===== src/rtl/lmi_dcache_refill.sv =====
// D-cache miss/refill controller: critical-word-first line fill plus single-word uncached loads.
// Stall asserts combinationally on detect; DC writes land one cycle after each accepted beat; bus side is req/gnt then rdy beats.
module lmi_dcache_refill #(
   parameter int WORD_BITS  = 2,
   parameter int INDEX_BITS = 8,
   parameter int TAG_LO     = 2 + WORD_BITS + INDEX_BITS
) (
   input  logic                            CLK,
   input  logic                            RESET,
   input  logic                            EN,
   input  logic                            RD,
   input  logic                            KSEG1,
   input  logic                            CMP,
   input  logic [31:0]                     ADDR,
   output logic                            STALL,
   output logic                            BUS_REQ,
   output logic [31:0]                     BUS_ADDR,
   output logic                            BUS_LEN,
   input  logic                            BUS_GNT,
   input  logic                            BUS_RDY,
   input  logic [31:0]                     BUS_DATA,
   input  logic                            BUS_ERR,
   output logic                            DC_WE,
   output logic [INDEX_BITS+WORD_BITS-1:0] DC_WADDR,
   output logic [31:0]                     DC_WDATA,
   output logic                            TAG_WE,
   output logic [31-TAG_LO:0]              TAG_WDATA,
   output logic                            TAG_VAL,
   output logic                            FWD_VALID,
   output logic [31:0]                     FWD_DATA,
   output logic                            ERR
);

   typedef enum logic [2:0] {S_IDLE, S_REQ, S_FILL, S_UNC, S_TAGWR, S_DONE} state_t;

   localparam logic [WORD_BITS-1:0] LAST_BEAT = '1;

   state_t                          state_q, state_d;
   logic [31:0]                     addr_q;
   logic                            burst_q;
   logic                            err_q;
   logic [WORD_BITS-1:0]            beat_q;
   logic                            dc_we_q;
   logic [INDEX_BITS+WORD_BITS-1:0] dc_waddr_q;
   logic [31:0]                     dc_wdata_q;
   logic [31:0]                     fwd_data_q;

   logic                            miss_det;
   logic                            unc_det;
   logic                            start;
   logic [WORD_BITS-1:0]            word_sel;

   assign miss_det = EN & RD & ~KSEG1 & ~CMP;
   assign unc_det  = EN & RD & KSEG1;
   assign start    = miss_det | unc_det;
   // critical word first: beat k targets (start_word + k), wrapping inside the line
   assign word_sel = addr_q[2 +: WORD_BITS] + beat_q;

   always_ff @(posedge CLK or posedge RESET) begin
      if (RESET) begin
         state_q <= S_IDLE;
      end else begin
         state_q <= state_d;
      end
   end

   always_comb begin
      state_d = state_q;
      case (state_q)
         S_IDLE:  if (start) state_d = S_REQ;
         S_REQ:   if (BUS_GNT) state_d = burst_q ? S_FILL : S_UNC;
         S_FILL:  if (BUS_ERR || (BUS_RDY && beat_q == LAST_BEAT)) state_d = S_TAGWR;
         S_UNC:   if (BUS_ERR || BUS_RDY) state_d = S_DONE;
         S_TAGWR: state_d = S_DONE;
         S_DONE:  state_d = S_IDLE;
         default: state_d = S_IDLE;
      endcase
   end

   always_comb begin
      STALL     = 1'b0;
      BUS_REQ   = 1'b0;
      BUS_LEN   = 1'b0;
      TAG_WE    = 1'b0;
      TAG_VAL   = 1'b0;
      FWD_VALID = 1'b0;
      ERR       = 1'b0;
      case (state_q)
         S_IDLE:  STALL = start & ~RESET;
         S_REQ: begin
            STALL   = 1'b1;
            BUS_REQ = 1'b1;
            BUS_LEN = burst_q;
         end
         S_FILL:  STALL = 1'b1;
         S_UNC:   STALL = 1'b1;
         S_TAGWR: begin
            STALL   = 1'b1;
            TAG_WE  = 1'b1;
            TAG_VAL = ~err_q;
            ERR     = err_q;
         end
         S_DONE: begin
            FWD_VALID = ~burst_q & ~err_q;
            ERR       = ~burst_q & err_q;
         end
         default: STALL = 1'b0;
      endcase
   end

   always_ff @(posedge CLK or posedge RESET) begin
      if (RESET) begin
         addr_q     <= '0;
         burst_q    <= 1'b0;
         err_q      <= 1'b0;
         beat_q     <= '0;
         dc_we_q    <= 1'b0;
         dc_waddr_q <= '0;
         dc_wdata_q <= '0;
         fwd_data_q <= '0;
      end else begin
         dc_we_q <= 1'b0;
         case (state_q)
            S_IDLE: begin
               if (start) begin
                  addr_q  <= ADDR;
                  burst_q <= miss_det;
                  err_q   <= 1'b0;
                  beat_q  <= '0;
               end
            end
            S_FILL: begin
               // an erroring beat carries no valid data and is never written
               if (BUS_ERR) begin
                  err_q <= 1'b1;
               end else if (BUS_RDY) begin
                  dc_we_q    <= 1'b1;
                  dc_waddr_q <= {addr_q[2+WORD_BITS +: INDEX_BITS], word_sel};
                  dc_wdata_q <= BUS_DATA;
                  beat_q     <= beat_q + 1'b1;
               end
            end
            S_UNC: begin
               if (BUS_ERR) begin
                  err_q <= 1'b1;
               end else if (BUS_RDY) begin
                  fwd_data_q <= BUS_DATA;
               end
            end
            default: dc_we_q <= 1'b0;
         endcase
      end
   end

   assign BUS_ADDR  = addr_q & 32'hFFFF_FFFC;
   assign TAG_WDATA = addr_q[31:TAG_LO];
   assign DC_WE     = dc_we_q;
   assign DC_WADDR  = dc_waddr_q;
   assign DC_WDATA  = dc_wdata_q;
   assign FWD_DATA  = fwd_data_q;

endmodule


===== config.mk =====
export PLATFORM = sky130hd
export DESIGN_NAME = lmi_dcache_refill
export DESIGN_NICKNAME = d
export VERILOG_FILES = /design/src/rtl/lmi_dcache_refill.sv
export SDC_FILE = /design/constraint.sdc
export NUM_CORES = 1
export LEC_CHECK = 0
export ABC_AREA = 1
export CORE_ASPECT_RATIO = 0.9
export CORE_MARGIN = 4
export CORE_UTILIZATION = 40
export DETAILED_ROUTE_END_ITERATION = 12
export HOLD_SLACK_MARGIN = 0.06
export PLACE_DENSITY = 0.74
export SYNTH_ARGS = -nofsm -noshare
export SYNTH_HDL_FRONTEND = slang
export SYNTH_SLANG_ARGS = --single-unit

===== constraint.sdc =====
create_clock -name CLK -period 11.6 [get_ports CLK]
set_input_delay 2.32 -clock CLK [delete_from_list [all_inputs] [get_ports CLK]]
set_output_delay 2.32 -clock CLK [all_outputs]
set_load 0.02 [all_outputs]

After elaboration in Yosys (flattened, before gate mapping)
Index checks and enable logic that the tools add are counted.
Operators by class
  add/subtract/negate cells: 2
  equality and inequality tests: 13
  mux-type cells: 23
  bitwise gates (word level): 14
  reduce and logical (&&, ||, !) cells: 14
Operators with widths (number)
  one-hot mux 3 bit (5 select lines): 1
  two-way mux 3 bit: 4
  inequality test 2 bit, second input constant: 6
  two-way mux 1 bit: 11
  AND reduction 3 bit: 3
  AND reduction 4 bit: 2
  AND 1 bit: 7
  equality test 3 x 2 -> 1 bit, second input constant: 2
  equality test 3 bit, second input constant: 2
  two-way mux 2 bit: 3
  NOT 1 bit: 6
  one-hot mux 1 bit (2 select lines): 3
  one-hot mux 2 bit (2 select lines): 1
  nonzero test 2 bit: 2
  OR reduction 4 bit: 1
  equality test 3 x 1 -> 1 bit, second input constant: 1
  logical NOT 3 bit: 1
  adder 2 x 1 -> 2 bit, second input constant: 1
  adder 2 bit: 1
  equality test 2 bit, second input constant: 1
  logical OR 1 bit: 2
  inequality test 2 x 1 -> 1 bit, second input constant: 1
  AND reduction 2 bit: 1
  OR reduction 2 bit: 1
  other kinds (2): 2
Storage, ports and cells
  flip-flop bits (word level): 114
  output and inout port bits: 134
  word-level logic and storage cells: 75

Logic depth before layout (Yosys ltp)
Gate-level depths: netlist (run 1).
  depth after elaboration: 6
  gate-level depth with buffers: 9
  depth with buffers taken out: 8

Worst setup path after synthesis (run 1)
No wires, ideal clock.
  path kind: input to output
  start point: input EN
  end point: output STALL
  arrival: 2956 ps
  slack: 6324 ps
  stages: 4
  buffers on the path: 0
  path through: nand2_1 > inv_1 > nand3_4 > o211ai_1
On the way
  cells in the longest elaborated chain, start to end: 6
  elaborated cells on any way between the ends: 7
RTL lines
  from (decl): RTL line 10  | input logic EN,
  AND 1 bit *: RTL line 53, 54
  AND 1 bit (2 in a row): RTL line 53  | assign miss_det = EN & RD & ~KSEG1 & ~CMP;
  bitwise OR 1 bit *: RTL line 55  | assign start = miss_det | unc_det;
  AND 1 bit *: RTL line 89  | S_IDLE: STALL = start & ~RESET;
  one-hot mux 1 bit (2 select lines) *: RTL line 88  | case (state_q)
  to (decl): RTL line 15  | output logic STALL,
Every way passes the cells marked *; elsewhere a longest branch is shown, timed or not.

Final worst setup path (run 1)
  start point: input RD
  end point: output STALL
On the way
  cells in the longest elaborated chain, start to end: 6
  elaborated cells on any way between the ends: 7
RTL lines
  from (decl): RTL line 11  | input logic RD,
  AND 1 bit *: RTL line 53, 54
  AND 1 bit (2 in a row): RTL line 53
  bitwise OR 1 bit *: RTL line 55
  AND 1 bit *: RTL line 89
  one-hot mux 1 bit (2 select lines) *: RTL line 88
Marked as above.

==> results.yml, run 1 <==
critical_path:
  path_cells: "clkdlybuf4s50_1, nand2_1, inv_1, nand3_4, o211ai_1, clkdlybuf4s50_1"
  rrSetupSlack_ns: 9.58
  reg2reg_depth: 7
  regToRegStartpoint: "state_q[0]$_DFFE_PP0P_"
  startpoint_type: "primary input"
  timing.rr.end: "DC_WADDR[1]$_DFFE_PP0P_"
  worstPathRequired_ns: 9.28
  path_class: "primary input to output port"
  cp-startpoint: "RD"
  critPathSlowestCell: "clkdlybuf4s50_1"
  cpPeakStageDelay_ns: 0.64
  cp-end-kind: "output port"
  path_common_cell: "clkdlybuf4s50_1"
  worst-path-stages: 6
  cp_data_arrival_time_ns: 4.13
  crit_fanout: 24
  worstSetupEndpoint: "STALL"
  critical_path.top_delay_family: "buffers and inverters"
  crit_buf_inv: 3
yosys:
  ys_ff_latch: 112
  synthTopCellsByCount: "175 x nand2_1, 112 x dfrtp_1, 53 x o21ai_2"
  ys_top_cells_by_area: "dfrtp_1 57%, nand2_1 13%, o21ai_2 9.5%"
  netlist_area_mm2: 0.00488
  avgSynthCellArea_um2: 9.71
  yosysUniqueCellTypes: 27
  synth-edff-count: 0
  synth_ff_type: "dfrtp_1"
  synth_warnings: 0
  post-synth-top-count-cell: "nand2_1"
  syn_inst: 503
  synth_top_cell_by_area: "dfrtp_1"
  synth_top_area_share_pct: 57.4
  async_flop_share_pct: 100
  ys_seq_area_share_pct: 57.4
cts:
  post_cts_buffers: 0
  cts.clk_slew.worst_paths_ns: 0.07
  clockRootBuffer: "clkbuf_16"
  insertion_delay_ns: 0.33
  holdBufCountCts: 0
  cts_htree_levels: 3
  cts_buffers: 9
  cts_tree: "built"
  clkSinkCount: 112
  cts_buffer_depth: 2
  ctsResizeCount: 0
floorplan:
  core_mm2: 0.0120
  dieWidth_um: 124
  die_area_mm2: 0.0140
  initial_core_util_pct: 40.8
  ios: 207
  die_h_um: 113
  rows: 38
worst_hold_path:
  hold_class: "flop to flop"
  holdPathStages: 2
global_route:
  grt_pass1_wl_um: 19600
  grt_max_degree: 84
  gr-total-overflow: 0
  grt_pass1_vias: 4001
  track_usage_pct: 16.9
  antenna_found_initial: 0
pwr:
  vdd_drop_max_uv: 168
  p_comb_share_pct: 50.0
  switching_power_uw: 806
  p_leak_uw: 0.00336
  clkPwrFrac_pct: 16.7
  p_int_uw: 1260
  powerDensity_mw_per_mm2: 292
  switching_share_pct: 39.0
  seq_power_share_pct: 33.3
sta:
  tightest_slew_ns: 1.08
  clock.fmax_mhz: 155
  finalCritPeriodShare_pct: 55.6
  finalMaxSlewViolations: 0
  setup_tns_ns: 0
  rsz0062_at_grt: "false"
  relSlewSlack_pct: 27.9
  setup_ws_ns: 5.15
  fin_skew_ns: 0.00520
  finalHoldViolations: 0
  setup_viol: 0
  fin_crit_ns: 6.45
placement:
  dp.cells: 824
  place_hpwl_um: 8630
  placedInstanceArea_mm2: 0.00675
  pre_cts_slack_ns: 5.14
  port_buffers: 202
  gp_congestion: 0.841
drt:
  initialDrtViolationCount: 229
  via_count: 3863
  drc: 0
  first_pass_iters: 4
  via_per_inst: 4.60
  drtAntennaViolNets: 0
  wl_um: 11800
  wire_per_inst_um: 14.1
layout:
  nFillCells: 992
  fin_cells: 840
  final_cell_area_mm2: 0.00709
  final-seq-area_mm2: 0.00280
  final_layout_size_suffix_gt1_share_pct: 11.9
  multi_input_area_mm2: 0.00150
  final_util_pct: 59.1
  area_delta_synth_final_pct: 45.1
  finalNetCount: 750
  diodes: 0
outcome:
  status: "finished clean"
flow_run:
  cap_violations: 0
sequential cells by signal (all words and copies together), names as in the netlist:
signal	count
DC_WE	1
addr_q	30
err_q	1
DC_WADDR	10
burst_q	1
beat_q	2
state_q	3
FWD_DATA	32
DC_WDATA	32
worst reg2reg max path, cell delays in order, from the launching register on:
cell	delay (ns)
dfrtp_1	0.52
clkinv_4	0.10
nand2_2	0.07
nor2_2	0.06
nand2_4	0.73
inv_1	0.23
nand2_1	0.14
nand2_1	0.06
placed cells by master, fill, tap and decap left out, types with 9 or more instances in the layout:
cell / instances
clkdlybuf4s50_1: 202
nand2_1: 174
dfrtp_1: 112
o21ai_2: 53
inv_1: 51
o21ai_1: 17
o21ai_0: 13
nor2_1: 11
clkbuf_16: 9
worst min path at each step:
stage	endpoint	start	slack [ns]
after floorplan	beat_q[1]$_DFFE_PP0P_	beat_q[1]$_DFFE_PP0P_	0.49
after global placement	DC_WDATA[16]$_DFFE_PP0P_	DC_WDATA[16]$_DFFE_PP0P_	0.46
after detailed placement	FWD_DATA[8]$_DFFE_PP0P_	FWD_DATA[8]$_DFFE_PP0P_	0.47
after CTS	FWD_DATA[8]$_DFFE_PP0P_	FWD_DATA[8]$_DFFE_PP0P_	0.48
after global routing	FWD_DATA[4]$_DFFE_PP0P_	FWD_DATA[4]$_DFFE_PP0P_	0.50
final	FWD_DATA[8]$_DFFE_PP0P_	FWD_DATA[8]$_DFFE_PP0P_	0.48
stage by stage:
stage / power (µW) / hold slack [ns]
6_report: 2070 / 0.483
2_1_floorplan: 1270 / 0.487
5_1_grt: 2190 / 0.496
3_3_place_gp: 1720 / 0.463
4_1_cts: 2090 / 0.485
3_5_place_dp: 1730 / 0.467
cell families (layout without fill, tap and decap cells):
kind of cell | count (synthesis) | after routing | share of synthesized area, %
AND/OR/NAND/NOR | 199 | 199 | 16.2
flip-flops | 112 | 112 | 57.4
buffers and inverters | 99 | 275 | 12.2
AO/OA/AOI/OAI | 88 | 88 | 13.2
adder cells (fa/ha/maj) | 2 | 2 | 0.512
XOR/XNOR | 2 | 2 | 0.359
other | 1 | 2 | 0.0768
routing by layer:
metal  global-route usage [%]  share of wire [%]  up-vias  routed length (µm)
met3                     5.99                8.5       17                1010
met4                     6.06                1.9        0                 228
met2                     25.3                 43      178                5100
li1                         -                  -     1884                   -
met1                     22.9                 46     1784                5480
met5                        0                  0        -                   0
power groups by stage:
| stage | Sequential (µW) | Combinational (µW) | Clock (µW) |
|---|---|---|---|
| global placement | 685 | 1030 | 0 |
| CTS | 690 | 1050 | 356 |
| global route | 712 | 1110 | 373 |
| finish | 689 | 1030 | 346 |
| floorplan | 875 | 395 | 0 |
| detailed placement | 692 | 1040 | 0 |
final cells by class:
type / count / share of cell area (%)
Sequential cell: 112 / 39.6
Timing Repair Buffer: 204 / 28.7
Inverter: 55 / 3.02
Clock buffer: 11 / 3.28
Tap cell: 160 / 2.83
Multi-Input combinational cell: 293 / 21.1
Clock inverter: 5 / 1.47
(Power assumes the default switching activity.)
==> run 2, diff against run 1 <==
- CORE_UTILIZATION: 40 -> 39
- PLACE_DENSITY: 0.74 -> 0.75
- clock period: 11.6 -> 5.62 ns (I/O delays scaled with it)
==> run 2 against run 1 <==
Effect of this change: hold slack lost 0.00063 ns; routed wire length is 1.0% lower; clock power is 82% higher; utilization shrank 1.2 points; count of clock-buffer cells in the layout rose by 1; sequential power grew 110%; critical path type unchanged; highest routed layer unchanged.
==> results.yml, run 2 (synthesized netlist as in run 1, its figures left out) <==
layout:
  final_layout_size_suffix_gt1_share_pct: 11.9
  finalNetCount: 750
  final-seq-area_mm2: 0.00280
  mostFrequentLayoutCells: "202 x clkdlybuf4s50_1, 174 x nand2_1, 112 x dfrtp_1"
  final_common_cell: "clkdlybuf4s50_1"
  diodes: 0
  nFillCells: 1049
  multi_input_area_mm2: 0.00150
  area_delta_synth_final_pct: 44.3
  fin_cells: 840
critical_path:
  path_common_cell: "clkdlybuf4s50_1"
  path_cells: "clkdlybuf4s50_1, inv_1, nand2_1, nand3_4, o211ai_1, clkdlybuf4s50_1"
  critPathSlowestCell: "clkdlybuf4s50_1"
  cp-end-kind: "output port"
  crit_buf_inv: 3
  worstPathRequired_ns: 4.50
  cp_data_arrival_time_ns: 2.90
  crit_fanout: 24
  critical_path.top_delay_family: "buffers and inverters"
  startpoint_type: "primary input"
  cpPeakStageDelay_ns: 0.64
  path_class: "primary input to output port"
floorplan:
  rows: 38
  die_area_mm2: 0.0144
  core_mm2: 0.0122
  initial_core_util_pct: 40.1
  die_h_um: 114
  ios: 207
  dieWidth_um: 126
pwr:
  p_total_uw: 4180
  powerDensity_mw_per_mm2: 593
  p_leak_uw: 0.00335
  vdd_drop_max_uv: 332
placement:
  dp.cells: 824
  place_hpwl_um: 8540
  port_buffers: 202
  pre_cts_slack_ns: 1.59
  gp_congestion: 0.852
global_route:
  gr-total-overflow: 0
  grt_pass1_wl_um: 19400
  track_usage_pct: 16.4
  antenna_found_initial: 0
  grt_pass1_vias: 3983
  grt_max_degree: 84
cts:
  clkSinkCount: 112
  cts.clk_slew.worst_paths_ns: 0.06
  cts_buffer_depth: 2
  ctsResizeCount: 0
  cts_tree: "built"
  clockRootBuffer: "clkbuf_16"
  cts_htree_levels: 3
  post_cts_buffers: 0
  insertion_delay_ns: 0.33
  cts_buffers: 9
  holdBufCountCts: 0
sta:
  finalCritPeriodShare_pct: 71.7
  relSlewSlack_pct: 30.1
  clock.fmax_mhz: 248
  tightest_slew_ns: 1.05
  setup_viol: 0
  timing.hold.ws_ns: 0.482
  setup_ws_ns: 1.59
  fin_crit_ns: 4.03
  rsz0062_at_grt: "false"
  fin_skew_ns: 0.0113
  finalMaxSlewViolations: 0
  setup_tns_ns: 0
  finalHoldViolations: 0
drt:
  drtAntennaViolNets: 0
  initialDrtViolationCount: 200
  drc: 0
  wire_per_inst_um: 13.9
  via_per_inst: 4.54
  first_pass_iters: 5
  wl_um: 11700
  via_count: 3816
outcome:
  status: "finished clean"
worst_hold_path:
  hold_class: "flop to flop"
flow_run:
  cap_violations: 0
run 2: path summary, 6_finish.rpt:
check / to / from / cells past startpoint / slack (ns)
setup reg to reg: DC_WADDR[1]$_DFFE_PP0P_ / state_q[0]$_DFFE_PP0P_ / 7 / 3.60
max in group asynchronous: DC_WDATA[12]$_DFFE_PP0P_ / RESET / 3 / 3.20
hold / removal: DC_WDATA[28]$_DFFE_PP0P_ / DC_WDATA[28]$_DFFE_PP0P_ / 2 / 0.48
setup / recovery: STALL / KSEG1 / 6 / 1.59
min in group asynchronous: addr_q[13]$_DFFE_PP0P_ / RESET / 2 / 1.37
hold reg to reg: DC_WDATA[28]$_DFFE_PP0P_ / DC_WDATA[28]$_DFFE_PP0P_ / 2 / 0.48
run 2: cell type report:
type | instances | share of cell area (%)
Timing Repair Buffer | 204 | 28.9
Tap cell | 160 | 2.84
Sequential cell | 112 | 39.8
Clock inverter | 4 | 0.746
Clock buffer | 12 | 3.50
Multi-Input combinational cell | 293 | 21.2
Inverter | 55 | 3.04
run 2: worst register-to-register path: cells and delay by family (launching register included):
family / cells / cell delay, ns
flip-flops: 1 / 0.53
buffers and inverters: 2 / 0.34
AND/OR/NAND/NOR: 5 / 1.04
run 2: power by group:
| part | leakage (µW) | internal (µW) | total (µW) | switching (µW) |
|---|---|---|---|---|
| Sequential | 0.00142 | 1170 | 1420 | 254 |
| Combinational | 0.00178 | 1000 | 2130 | 1130 |
| Clock | 0.000147 | 360 | 631 | 271 |
| Total | 0.00335 | 2530 | 4180 | 1660 |
run 2: layer usage:
layer	vias to the layer above	share of wire (%)	track usage, %
met3	10	9.3	5.22
met1	1734	46	22.8
met5	-	0	0
met4	0	1.0	4.43
li1	1885	-	-
met2	187	43	24.8
run 2: stage by stage:
stage                     area [µm²]  utilization [%]
after floorplan                 4890                -
after global placement          6750             55.4
after detailed placement        6750             55.4
after CTS                       7050             57.9
after global routing            7050             57.9
final                           7050             57.9
